### config.mk
export PLATFORM = sky130hd
export DESIGN_NAME = dwbuart_seq
export DESIGN_NICKNAME = d
export VERILOG_FILES = /design/src/rtl/dwbuart_pkg.sv /design/src/rtl/dwbuart_wb_master.sv /design/src/rtl/dwbuart_seq.sv
export SDC_FILE = /design/constraint.sdc
export NUM_CORES = 1
export LEC_CHECK = 0
export ABC_AREA = 1
export CAP_MARGIN = 40
export CORE_AREA = 2 2 106 108
export DETAILED_ROUTE_END_ITERATION = 7
export DIE_AREA = 0 0 108 110
export GPL_ROUTABILITY_DRIVEN = 1
export PLACE_DENSITY_LB_ADDON = 0.12
export SLEW_MARGIN = 20
export SYNTH_ARGS = -nofsm -noshare
export SYNTH_HDL_FRONTEND = slang
export SYNTH_SLANG_ARGS = --single-unit
### constraint.sdc
create_clock -name clk_i -period 1.25 [get_ports clk_i]
set_input_delay 0.3125 -clock clk_i [delete_from_list [all_inputs] [get_ports clk_i]]
set_output_delay 0.3125 -clock clk_i [all_outputs]
set_load 0.005 [all_outputs]
### src/rtl/dwbuart_pkg.sv
// Shared constants for the UART sequencer: register map, status bits and FSM encoding.
package dwbuart_pkg;

    localparam logic [31:0] UART_CR   = 32'h0;
    localparam logic [31:0] UART_SR   = 32'h4;
    localparam logic [31:0] UART_RXDR = 32'h8;
    localparam logic [31:0] UART_TXDR = 32'hC;

    localparam int SR_RXNE = 0;
    localparam int SR_TXE  = 1;
    localparam int SR_RXOE = 2;
    localparam int SR_FE   = 3;
    localparam int SR_PE   = 4;

    typedef enum logic [3:0] {
        ST_CFG_REQ   = 4'd0,
        ST_CFG_WAIT  = 4'd1,
        ST_POLL_REQ  = 4'd2,
        ST_POLL_WAIT = 4'd3,
        ST_RX_REQ    = 4'd4,
        ST_RX_WAIT   = 4'd5,
        ST_TX_REQ    = 4'd6,
        ST_TX_WAIT   = 4'd7,
        ST_POLL_GAP  = 4'd8
    } seq_state_t;

endpackage

### src/rtl/dwbuart_wb_master.sv
// Single-outstanding pipelined Wishbone master; done or timeout pulses one cycle after the bus cycle ends.
module dwbuart_wb_master
    import dwbuart_pkg::*;
#(
    parameter int ACK_TIMEOUT = 255
) (
    input  logic        clk_i,
    input  logic        rst_ni,
    input  logic        req,
    input  logic        we,
    input  logic [31:0] adr,
    input  logic [31:0] wdata,
    output logic        done,
    output logic [31:0] rdata,
    output logic        timeout,
    output logic [31:0] wb_adr_o,
    output logic [31:0] wb_dat_o,
    input  logic [31:0] wb_dat_i,
    output logic        wb_we_o,
    output logic [3:0]  wb_sel_o,
    output logic        wb_stb_o,
    output logic        wb_cyc_o,
    input  logic        wb_ack_i,
    input  logic        wb_stall_i
);

    logic [9:0] ack_cnt_reg;
    logic       accept;

    // An ack only counts once the strobe has been (or is being) accepted.
    assign accept   = wb_cyc_o && (!wb_stb_o || !wb_stall_i);
    assign wb_sel_o = 4'hF;

    always_ff @(posedge clk_i or negedge rst_ni) begin
        if (!rst_ni) begin
            wb_cyc_o    <= 1'b0;
            wb_stb_o    <= 1'b0;
            wb_we_o     <= 1'b0;
            wb_adr_o    <= '0;
            wb_dat_o    <= '0;
            ack_cnt_reg <= '0;
            done        <= 1'b0;
            timeout     <= 1'b0;
            rdata       <= '0;
        end else begin
            done    <= 1'b0;
            timeout <= 1'b0;
            if (!wb_cyc_o) begin
                if (req) begin
                    wb_cyc_o    <= 1'b1;
                    wb_stb_o    <= 1'b1;
                    wb_we_o     <= we;
                    wb_adr_o    <= adr;
                    wb_dat_o    <= wdata;
                    ack_cnt_reg <= '0;
                end
            end else if (accept) begin
                wb_stb_o <= 1'b0;
                if (wb_ack_i) begin
                    wb_cyc_o <= 1'b0;
                    done     <= 1'b1;
                    rdata    <= wb_dat_i;
                end else if (!wb_stb_o) begin
                    if (ack_cnt_reg == 10'(ACK_TIMEOUT - 1)) begin
                        wb_cyc_o <= 1'b0;
                        timeout  <= 1'b1;
                    end else begin
                        ack_cnt_reg <= ack_cnt_reg + 10'd1;
                    end
                end
            end
        end
    end

endmodule

### src/rtl/dwbuart_seq.sv
// Sequencer that configures the UART, polls SR and moves bytes between RXDR/TXDR and byte streams.
module dwbuart_seq
    import dwbuart_pkg::*;
#(
    parameter int POLL_GAP    = 4,
    parameter int ACK_TIMEOUT = 255
) (
    input  logic        clk_i,
    input  logic        rst_ni,
    input  logic [31:0] cfg_cr_i,
    input  logic        cfg_start_i,
    output logic        cfg_done_o,
    input  logic [7:0]  tx_data_i,
    input  logic        tx_valid_i,
    output logic        tx_ready_o,
    output logic [7:0]  rx_data_o,
    output logic        rx_valid_o,
    input  logic        rx_ready_i,
    output logic [3:0]  err_o,
    input  logic        err_clr_i,
    output logic [31:0] wb_adr_o,
    output logic [31:0] wb_dat_o,
    input  logic [31:0] wb_dat_i,
    output logic        wb_we_o,
    output logic [3:0]  wb_sel_o,
    output logic        wb_stb_o,
    output logic        wb_cyc_o,
    input  logic        wb_ack_i,
    input  logic        wb_stall_i
);

    seq_state_t  state_reg;
    seq_state_t  after_idle;
    logic [7:0]  gap_cnt_reg;
    logic        cfg_pending_reg, cfg_done_reg, rx_valid_reg, tx_ready_reg;
    logic [7:0]  rx_data_reg;
    logic [3:0]  err_reg, err_next;
    logic        m_req, m_we, m_done, m_timeout;
    logic [31:0] m_adr, m_wdata, m_rdata;
    logic        is_wait, xfer_end, cfg_take;
    logic        unused_rdata;

    assign unused_rdata = ^m_rdata[31:8];
    assign after_idle   = (POLL_GAP == 0) ? ST_POLL_REQ : ST_POLL_GAP;
    assign xfer_end     = m_done | m_timeout;
    assign is_wait      = (state_reg == ST_CFG_WAIT) || (state_reg == ST_POLL_WAIT) ||
                          (state_reg == ST_RX_WAIT)  || (state_reg == ST_TX_WAIT);
    // A reconfiguration request never interrupts a bus cycle in flight.
    assign cfg_take     = (cfg_pending_reg | cfg_start_i) &
                          ((state_reg == ST_POLL_GAP) | (is_wait & xfer_end));

    always_comb begin
        m_req   = 1'b0;
        m_we    = 1'b0;
        m_adr   = UART_SR;
        m_wdata = '0;
        case (state_reg)
            ST_CFG_REQ:  begin m_req = 1'b1; m_we = 1'b1; m_adr = UART_CR; m_wdata = cfg_cr_i; end
            ST_POLL_REQ: begin m_req = 1'b1; m_adr = UART_SR; end
            ST_RX_REQ:   begin m_req = 1'b1; m_adr = UART_RXDR; end
            ST_TX_REQ:   begin m_req = 1'b1; m_we = 1'b1; m_adr = UART_TXDR; m_wdata = {24'b0, tx_data_i}; end
            default:     ;
        endcase
    end

    always_comb begin
        err_next = err_clr_i ? 4'b0 : err_reg;
        if (is_wait && m_timeout)
            err_next[3] = 1'b1;
        if (state_reg == ST_POLL_WAIT && m_done)
            err_next[2:0] = err_next[2:0] | {m_rdata[SR_PE], m_rdata[SR_FE], m_rdata[SR_RXOE]};
    end

    always_ff @(posedge clk_i or negedge rst_ni) begin
        if (!rst_ni) begin
            state_reg       <= ST_CFG_REQ;
            gap_cnt_reg     <= '0;
            cfg_pending_reg <= 1'b0;
            cfg_done_reg    <= 1'b0;
            rx_valid_reg    <= 1'b0;
            rx_data_reg     <= '0;
            tx_ready_reg    <= 1'b0;
            err_reg         <= '0;
        end else begin
            tx_ready_reg <= 1'b0;
            err_reg      <= err_next;
            if (rx_valid_reg && rx_ready_i)
                rx_valid_reg <= 1'b0;
            if (cfg_take)
                cfg_pending_reg <= 1'b0;
            else if (cfg_start_i)
                cfg_pending_reg <= 1'b1;
            if (cfg_start_i)
                cfg_done_reg <= 1'b0;
            if (state_reg != ST_POLL_GAP)
                gap_cnt_reg <= '0;

            case (state_reg)
                ST_CFG_REQ:  state_reg <= ST_CFG_WAIT;
                ST_POLL_REQ: state_reg <= ST_POLL_WAIT;
                ST_RX_REQ:   state_reg <= ST_RX_WAIT;
                ST_TX_REQ:   state_reg <= ST_TX_WAIT;
                ST_CFG_WAIT: begin
                    if (m_done) begin
                        if (!cfg_take)
                            cfg_done_reg <= 1'b1;
                        state_reg <= ST_POLL_REQ;
                    end else if (m_timeout) begin
                        state_reg <= after_idle;
                    end
                end
                ST_POLL_WAIT: begin
                    if (m_done) begin
                        if (m_rdata[SR_RXNE] && !rx_valid_reg)
                            state_reg <= ST_RX_REQ;
                        else if (m_rdata[SR_TXE] && tx_valid_i)
                            state_reg <= ST_TX_REQ;
                        else
                            state_reg <= after_idle;
                    end else if (m_timeout) begin
                        state_reg <= after_idle;
                    end
                end
                ST_RX_WAIT: begin
                    if (m_done) begin
                        rx_data_reg  <= m_rdata[7:0];
                        rx_valid_reg <= 1'b1;
                        state_reg    <= ST_POLL_REQ;
                    end else if (m_timeout) begin
                        state_reg <= after_idle;
                    end
                end
                ST_TX_WAIT: begin
                    if (m_done) begin
                        tx_ready_reg <= 1'b1;
                        state_reg    <= ST_POLL_REQ;
                    end else if (m_timeout) begin
                        state_reg <= after_idle;
                    end
                end
                ST_POLL_GAP: begin
                    if (gap_cnt_reg == 8'(POLL_GAP - 1))
                        state_reg <= ST_POLL_REQ;
                    else
                        gap_cnt_reg <= gap_cnt_reg + 8'd1;
                end
                default: state_reg <= ST_CFG_REQ;
            endcase

            if (cfg_take)
                state_reg <= ST_CFG_REQ;
        end
    end

    assign cfg_done_o = cfg_done_reg;
    assign rx_valid_o = rx_valid_reg;
    assign rx_data_o  = rx_data_reg;
    assign tx_ready_o = tx_ready_reg;
    assign err_o      = err_reg;

    dwbuart_wb_master #(
        .ACK_TIMEOUT (ACK_TIMEOUT)
    ) u_wb_master (
        .clk_i      (clk_i),
        .rst_ni     (rst_ni),
        .req        (m_req),
        .we         (m_we),
        .adr        (m_adr),
        .wdata      (m_wdata),
        .done       (m_done),
        .rdata      (m_rdata),
        .timeout    (m_timeout),
        .wb_adr_o   (wb_adr_o),
        .wb_dat_o   (wb_dat_o),
        .wb_dat_i   (wb_dat_i),
        .wb_we_o    (wb_we_o),
        .wb_sel_o   (wb_sel_o),
        .wb_stb_o   (wb_stb_o),
        .wb_cyc_o   (wb_cyc_o),
        .wb_ack_i   (wb_ack_i),
        .wb_stall_i (wb_stall_i)
    );

endmodule

Yosys cells after proc, flatten, opt, wreduce, memory -nomap -nowiden
Index checks and enable logic that the tools add are counted.
{"block": "word_totals", "ff_bits": 115, "output_inout_bits": 86}
{"block": "classes", "n_mux": 52, "eq_ne": 16, "n_reduce_logical": 25, "addsub": 2, "n_bitwise": 7}
{"op": "32-bit case mux with 2 select lines", "count": 1}
{"op": "10-bit two-way mux", "count": 6}
{"op": "4-bit two-way mux", "count": 8}
{"op": "1-bit two-way mux", "count": 31}
{"op": "4-bit case mux with 7 select lines", "count": 1}
{"op": "8-bit two-way mux", "count": 3}
{"op": "4-bit by 3-bit == test with 1-bit output (second input constant)", "count": 4}
{"op": "4-bit case mux with 3 select lines", "count": 1}
{"op": "10-bit by 1-bit adder with 10-bit output (second input constant)", "count": 1}
{"op": "10-bit by 8-bit == test with 1-bit output (second input constant)", "count": 1}
{"op": "8-bit by 1-bit adder with 8-bit output (second input constant)", "count": 1}
{"op": "4-bit by 2-bit == test with 1-bit output (second input constant)", "count": 2}
{"op": "8-bit by 2-bit == test with 1-bit output (second input constant)", "count": 1}
{"op": "2-bit != test (second input constant)", "count": 4}
{"op": "1-bit logical AND", "count": 6}
{"op": "2-bit AND reduction", "count": 3}
{"op": "2-bit nonzero test", "count": 3}
{"op": "5-bit AND reduction", "count": 1}
{"op": "4-bit by 1-bit == test with 1-bit output (second input constant)", "count": 1}
{"op": "4-bit == test (second input constant)", "count": 1}
{"op": "4-bit logical NOT", "count": 1}
{"op": "1-bit logical OR", "count": 4}
{"op": "4-bit != test (second input constant)", "count": 1}
{"op": "4-bit OR reduction", "count": 1}
{"op": "other kinds (10)", "count": 15}

Depth between registers and ports, before layout
{"block": "depth", "word_depth": 10, "mapped_depth": 10}

Modules after synthesis
Synthesis repeated with hierarchy kept, for this count alone.
{"block": "unflattened", "cells_unflattened": 633, "area_unflattened_um2": 6180.9}
{"module": "dwbuart_wb_master", "instances": 1, "area_each_um2": 4506.8, "seq_area_each_um2": 2777.7, "cells_each": 384}
{"module": "dwbuart_seq", "instances": 1, "area_each_um2": 1674.1, "seq_area_each_um2": 700.7, "cells_each": 249}

Worst setup path after synthesis
Ideal clock, no wire load.
{"block": "synth_path", "path_kind": "flip-flop to flip-flop", "startpoint": "reg u_wb_master.ack_cnt_reg[0]", "endpoint": "reg u_wb_master.ack_cnt_reg[0]", "stages_incl_launch_ff": 11, "setup_slack_ns": -0.034, "setup_time_ns": 0.119, "arrival_ns": 1.166, "cell_sequence": "dfrtp_1 > inv_1 > ha_1 > inv_1 > nor2_1 > nand3_1 > nand2_2 > nand2_2 > nand2_4 > nand2_1 > nand2_1"}
{"block": "synth_via", "elab_chain_cells": 6}
{"item": "start, declared", "line_no": "dwbuart_wb_master.sv:27", "rtl": "logic [9:0] ack_cnt_reg;"}
{"item": "start signal, assigned", "line_no": "dwbuart_wb_master.sv:68", "rtl": "ack_cnt_reg <= ack_cnt_reg + 10'd1;"}
{"item": "10-bit by 1-bit adder with 10-bit output", "line_no": "dwbuart_wb_master.sv:68"}
{"item": "10-bit two-way mux", "line_no": "dwbuart_wb_master.sv:64", "rtl": "if (ack_cnt_reg == 10'(ACK_TIMEOUT - 1)) begin"}
{"item": "10-bit two-way mux", "line_no": "dwbuart_wb_master.sv:63", "rtl": "end else if (!wb_stb_o) begin"}
{"item": "10-bit two-way mux", "line_no": "dwbuart_wb_master.sv:59", "rtl": "if (wb_ack_i) begin"}
{"item": "10-bit two-way mux", "line_no": "dwbuart_wb_master.sv:57", "rtl": "end else if (accept) begin"}
{"item": "10-bit two-way mux", "line_no": "dwbuart_wb_master.sv:48", "rtl": "if (!wb_cyc_o) begin"}
Parallel ways exist; a longest one is shown, timed or not. The select of a mux whose other input is x is not followed.
A chain may end at the register's enable or synchronous reset.

Worst setup path in the final report
{"block": "layout_path", "startpoint": "reg u_wb_master.wb_cyc_o", "endpoint": "reg u_wb_master.wb_dat_o[27]"}
{"block": "layout_via", "elab_chain_cells": 2}
{"item": "start, declared", "line_no": "dwbuart_wb_master.sv:22", "rtl": "output logic wb_cyc_o,"}
{"item": "start signal, assigned", "line_no": "dwbuart_wb_master.sv:36", "rtl": "wb_cyc_o <= 1'b0;"}
{"item": "start signal, assigned", "line_no": "dwbuart_wb_master.sv:50", "rtl": "wb_cyc_o <= 1'b1;"}
{"item": "start signal, assigned", "line_no": "dwbuart_wb_master.sv:60", "rtl": "wb_cyc_o <= 1'b0;"}
{"item": "1-bit NOT (no line)"}
{"item": "2-bit AND reduction (no line)"}
{"item": "end signal, assigned", "line_no": "dwbuart_wb_master.sv:54", "rtl": "wb_dat_o <= wdata;"}
{"item": "end, declared", "line_no": "dwbuart_wb_master.sv:17", "rtl": "output logic [31:0] wb_dat_o,"}
No other way between the ends.

==> run metrics <==
Worst Hold Class=in2async; I/O pin count=166; Non-Filler Instances=820; initial antenna violation count=0; Starting DRT DRC Count=221; Fmax achieved=730 MHz; Port Buffers=107; largest cells by area after synthesis=dfrtp_1 (51%), nand2_1 (13%), buf_4 (6.5%), nand3_1 (4.3%), nor2_1 (3.7%); DP Area=5610 um2; CP startpoint=u_wb_master.wb_cyc_o$_DFF_PN0_; vias per cell=4.67; clock sinks=85; Critical Path AT=1620 ps; synth unique cells=37; dpl cells=777; Buf/Inv on CP=4; asr flop ratio synth=1.00; Syn Area/Cell=8.42 um2; Initial Util=0.390; post-synth top area share=0.509; Post-DP HPWL=7180 um; RSZ-0062 raised after global routing=true; largest family of logic cells by synthesized area=simple AND/OR/NAND/NOR gates; critical path fanouts, max=7; number of global-route vias before repair=3,426; Power Dens Cells=2000 nW/um2; r2r startpoint=u_wb_master.wb_cyc_o$_DFF_PN0_; Seq cells post-synth=85; WP data required=1500 ps; routability cong.=0.833; CTS Buf Count=9; largest net degree at the start of global routing=43; crit share post-route=1.10; Mapped Cells=496; Root Buffer Master=clkbuf_8; grt ovf=0; final wirelength=11,000 um; H-tree levels=3; final hold vios=0; crit end category=register; startpoint types=register; Setup CP Type=reg2reg; Wirelength per Cell=13.5 um; fillers=969; Worst IR Drop VDD=840 uV; power after layout=12.3 mW; Clock Latency Late Sink=350 ps; multiplexer share of the synthesized area=0; Final nets=759; via count=3,832; LEAKAGE=3.07 nW; Post-Synth Simple-Gate Area=0.265; xor/xnor share of the synthesized area=0.0126; # diodes=0; crit-path max cell delay=390 ps; synthesized cell area=4180 um2; Max Cap Viol=0; Post-synth EDFFs=0; Setup TNS Final=-3480 ps; clk buf depth=2; post-route ant nets=0; first-pass GRT wire length=16,200 um; area growth from synthesis to layout=47.2%; register area share after synthesis=0.509; failing checks=negative setup slack; overall global routing resource usage=0.172; outcome=finished, violations left; Setup-failing EPs final=49; Clock transition at path regs=90 ps; CP top delay family=buffers and inverters; slowest CP cell=dfrtp_1; CTS tree=done; crit path cell chain=buf_6 > buf_6 > nor2_4 > nand2_4 > buf_4 > clkbuf_16 > nand2_1 > nand2_1; max reg flops=32; most frequent cells after synthesis=nand2_1 (147), dfrtp_1 (85), nor2_1 (41), inv_1 (37); final count of pins violating max slew=0; post-synthesis compound-gate area fraction=0.0773; Die ar.=11,900 um2; Main synth FF type=dfrtp_1; total core area=10,700 um2; Chip Width=108 um; Final min period=1370 ps; synthesized-area fraction occupied by adder cells=0.00899; cell with the most instances after synthesis=nand2_1; post-route design area=6150 um2; Die H=110 um; Yosys warning count=0; final setup margin=-119 ps; post-layout util=0.575; Remaining DRCs=0; final clock skew=8.92 ps; Rows=38; Synth area leader=dfrtp_1; share of cells above drive strength 1=0.301; DR pass1 iterations=4
==> per-stage QoR <==
step / hold WS (ps) / setup WS, ps
global placement: 189 / -165
CTS: 333 / -137
global route: 356 / -202
finish: 349 / -119
floorplan: 16.9 / -26.9
detailed placement: 187 / -203
==> layer usage <==
metal  share of wire  global-route usage  vias up
met4           0.014              0.0549        0
met3           0.058              0.0323       14
li1                -                   -     1893
met5               0                   0        -
met2            0.48               0.283      118
met1            0.45               0.232     1807
==> where the power goes <==
group	internal, mW	leakage [nW]	switching [mW]	total [mW]
sequential	3.68	1.12	0.551	4.24
clock	1.32	0.116	1.01	2.33
combinational	2.74	1.84	3.00	5.73
total	7.74	3.07	4.56	12.3
==> cell type report <==
class,count,area [um2],share of cell area
clock buffer,9,124,0.0202
clock inverter,6,111,0.0181
inverter,44,196,0.0320
multi-input combinational,355,1890,0.307
sequential,85,2130,0.347
tap,140,175,0.0285
timing repair buffer,179,1500,0.245
timing repair inverter,2,15.0,0.00244
==> cell families (layout without fill, tap and decap cells) <==
kind of cell               Yosys count  after routing
adders and majority gates            3              3
AOI/OAI and AO/OA                   55             55
DFF                                 85             85
xor gates and xnor gates             6              6
and+or+nand+nor                    254            257
buffers and inverters               91            240
other                                2             34
==> placed cells by master, fill, tap and decap left out, types with 3 or more instances in the layout <==
cell / count
a21oi_1: 6
a31oi_1: 8
buf_12: 6
buf_2: 51
buf_4: 53
buf_6: 11
bufinv_16: 3
clkbuf_8: 9
clkdlybuf4s50_1: 54
conb_1: 34
dfrtp_1: 80
dfrtp_2: 5
inv_1: 33
inv_2: 4
inv_4: 4
inv_6: 3
nand2_1: 144
nand2_2: 4
nand2_4: 5
nand3_1: 28
nand3_2: 7
nand4_1: 8
nor2_1: 34
nor2_2: 6
nor2_4: 6
nor3_1: 3
o21ai_0: 4
o21ai_1: 22
o21ai_2: 4
o22ai_1: 5
xnor2_1: 3
xor2_1: 3
==> timing repair <==
item	4_1_cts	5_1_grt
endpoints found under the setup margin	109	77
hold endpoints to repair	12	0
pin swaps	6	20
buffers inserted	7	12
hold buffers	1	0
gates resized for setup	223	64
cloned	2	6
==> worst paths after layout <==
path,end,slack [ps],cells past startpoint
max,u_wb_master.wb_dat_o[27]$_DFFE_PN0P_,-120,8
min,rx_data_o[5]$_DFFE_PN0P_,350,2
max reg2reg,u_wb_master.wb_dat_o[27]$_DFFE_PN0P_,-120,8
min reg2reg,u_wb_master.wb_dat_o[9]$_DFFE_PN0P_,480,2
max in group asynchronous,state_reg[1]$_DFFE_PN0P_,400,3
min in group clk_i,u_wb_master.wb_dat_o[9]$_DFFE_PN0P_,480,2
Power figures use the tool's default switching activity.
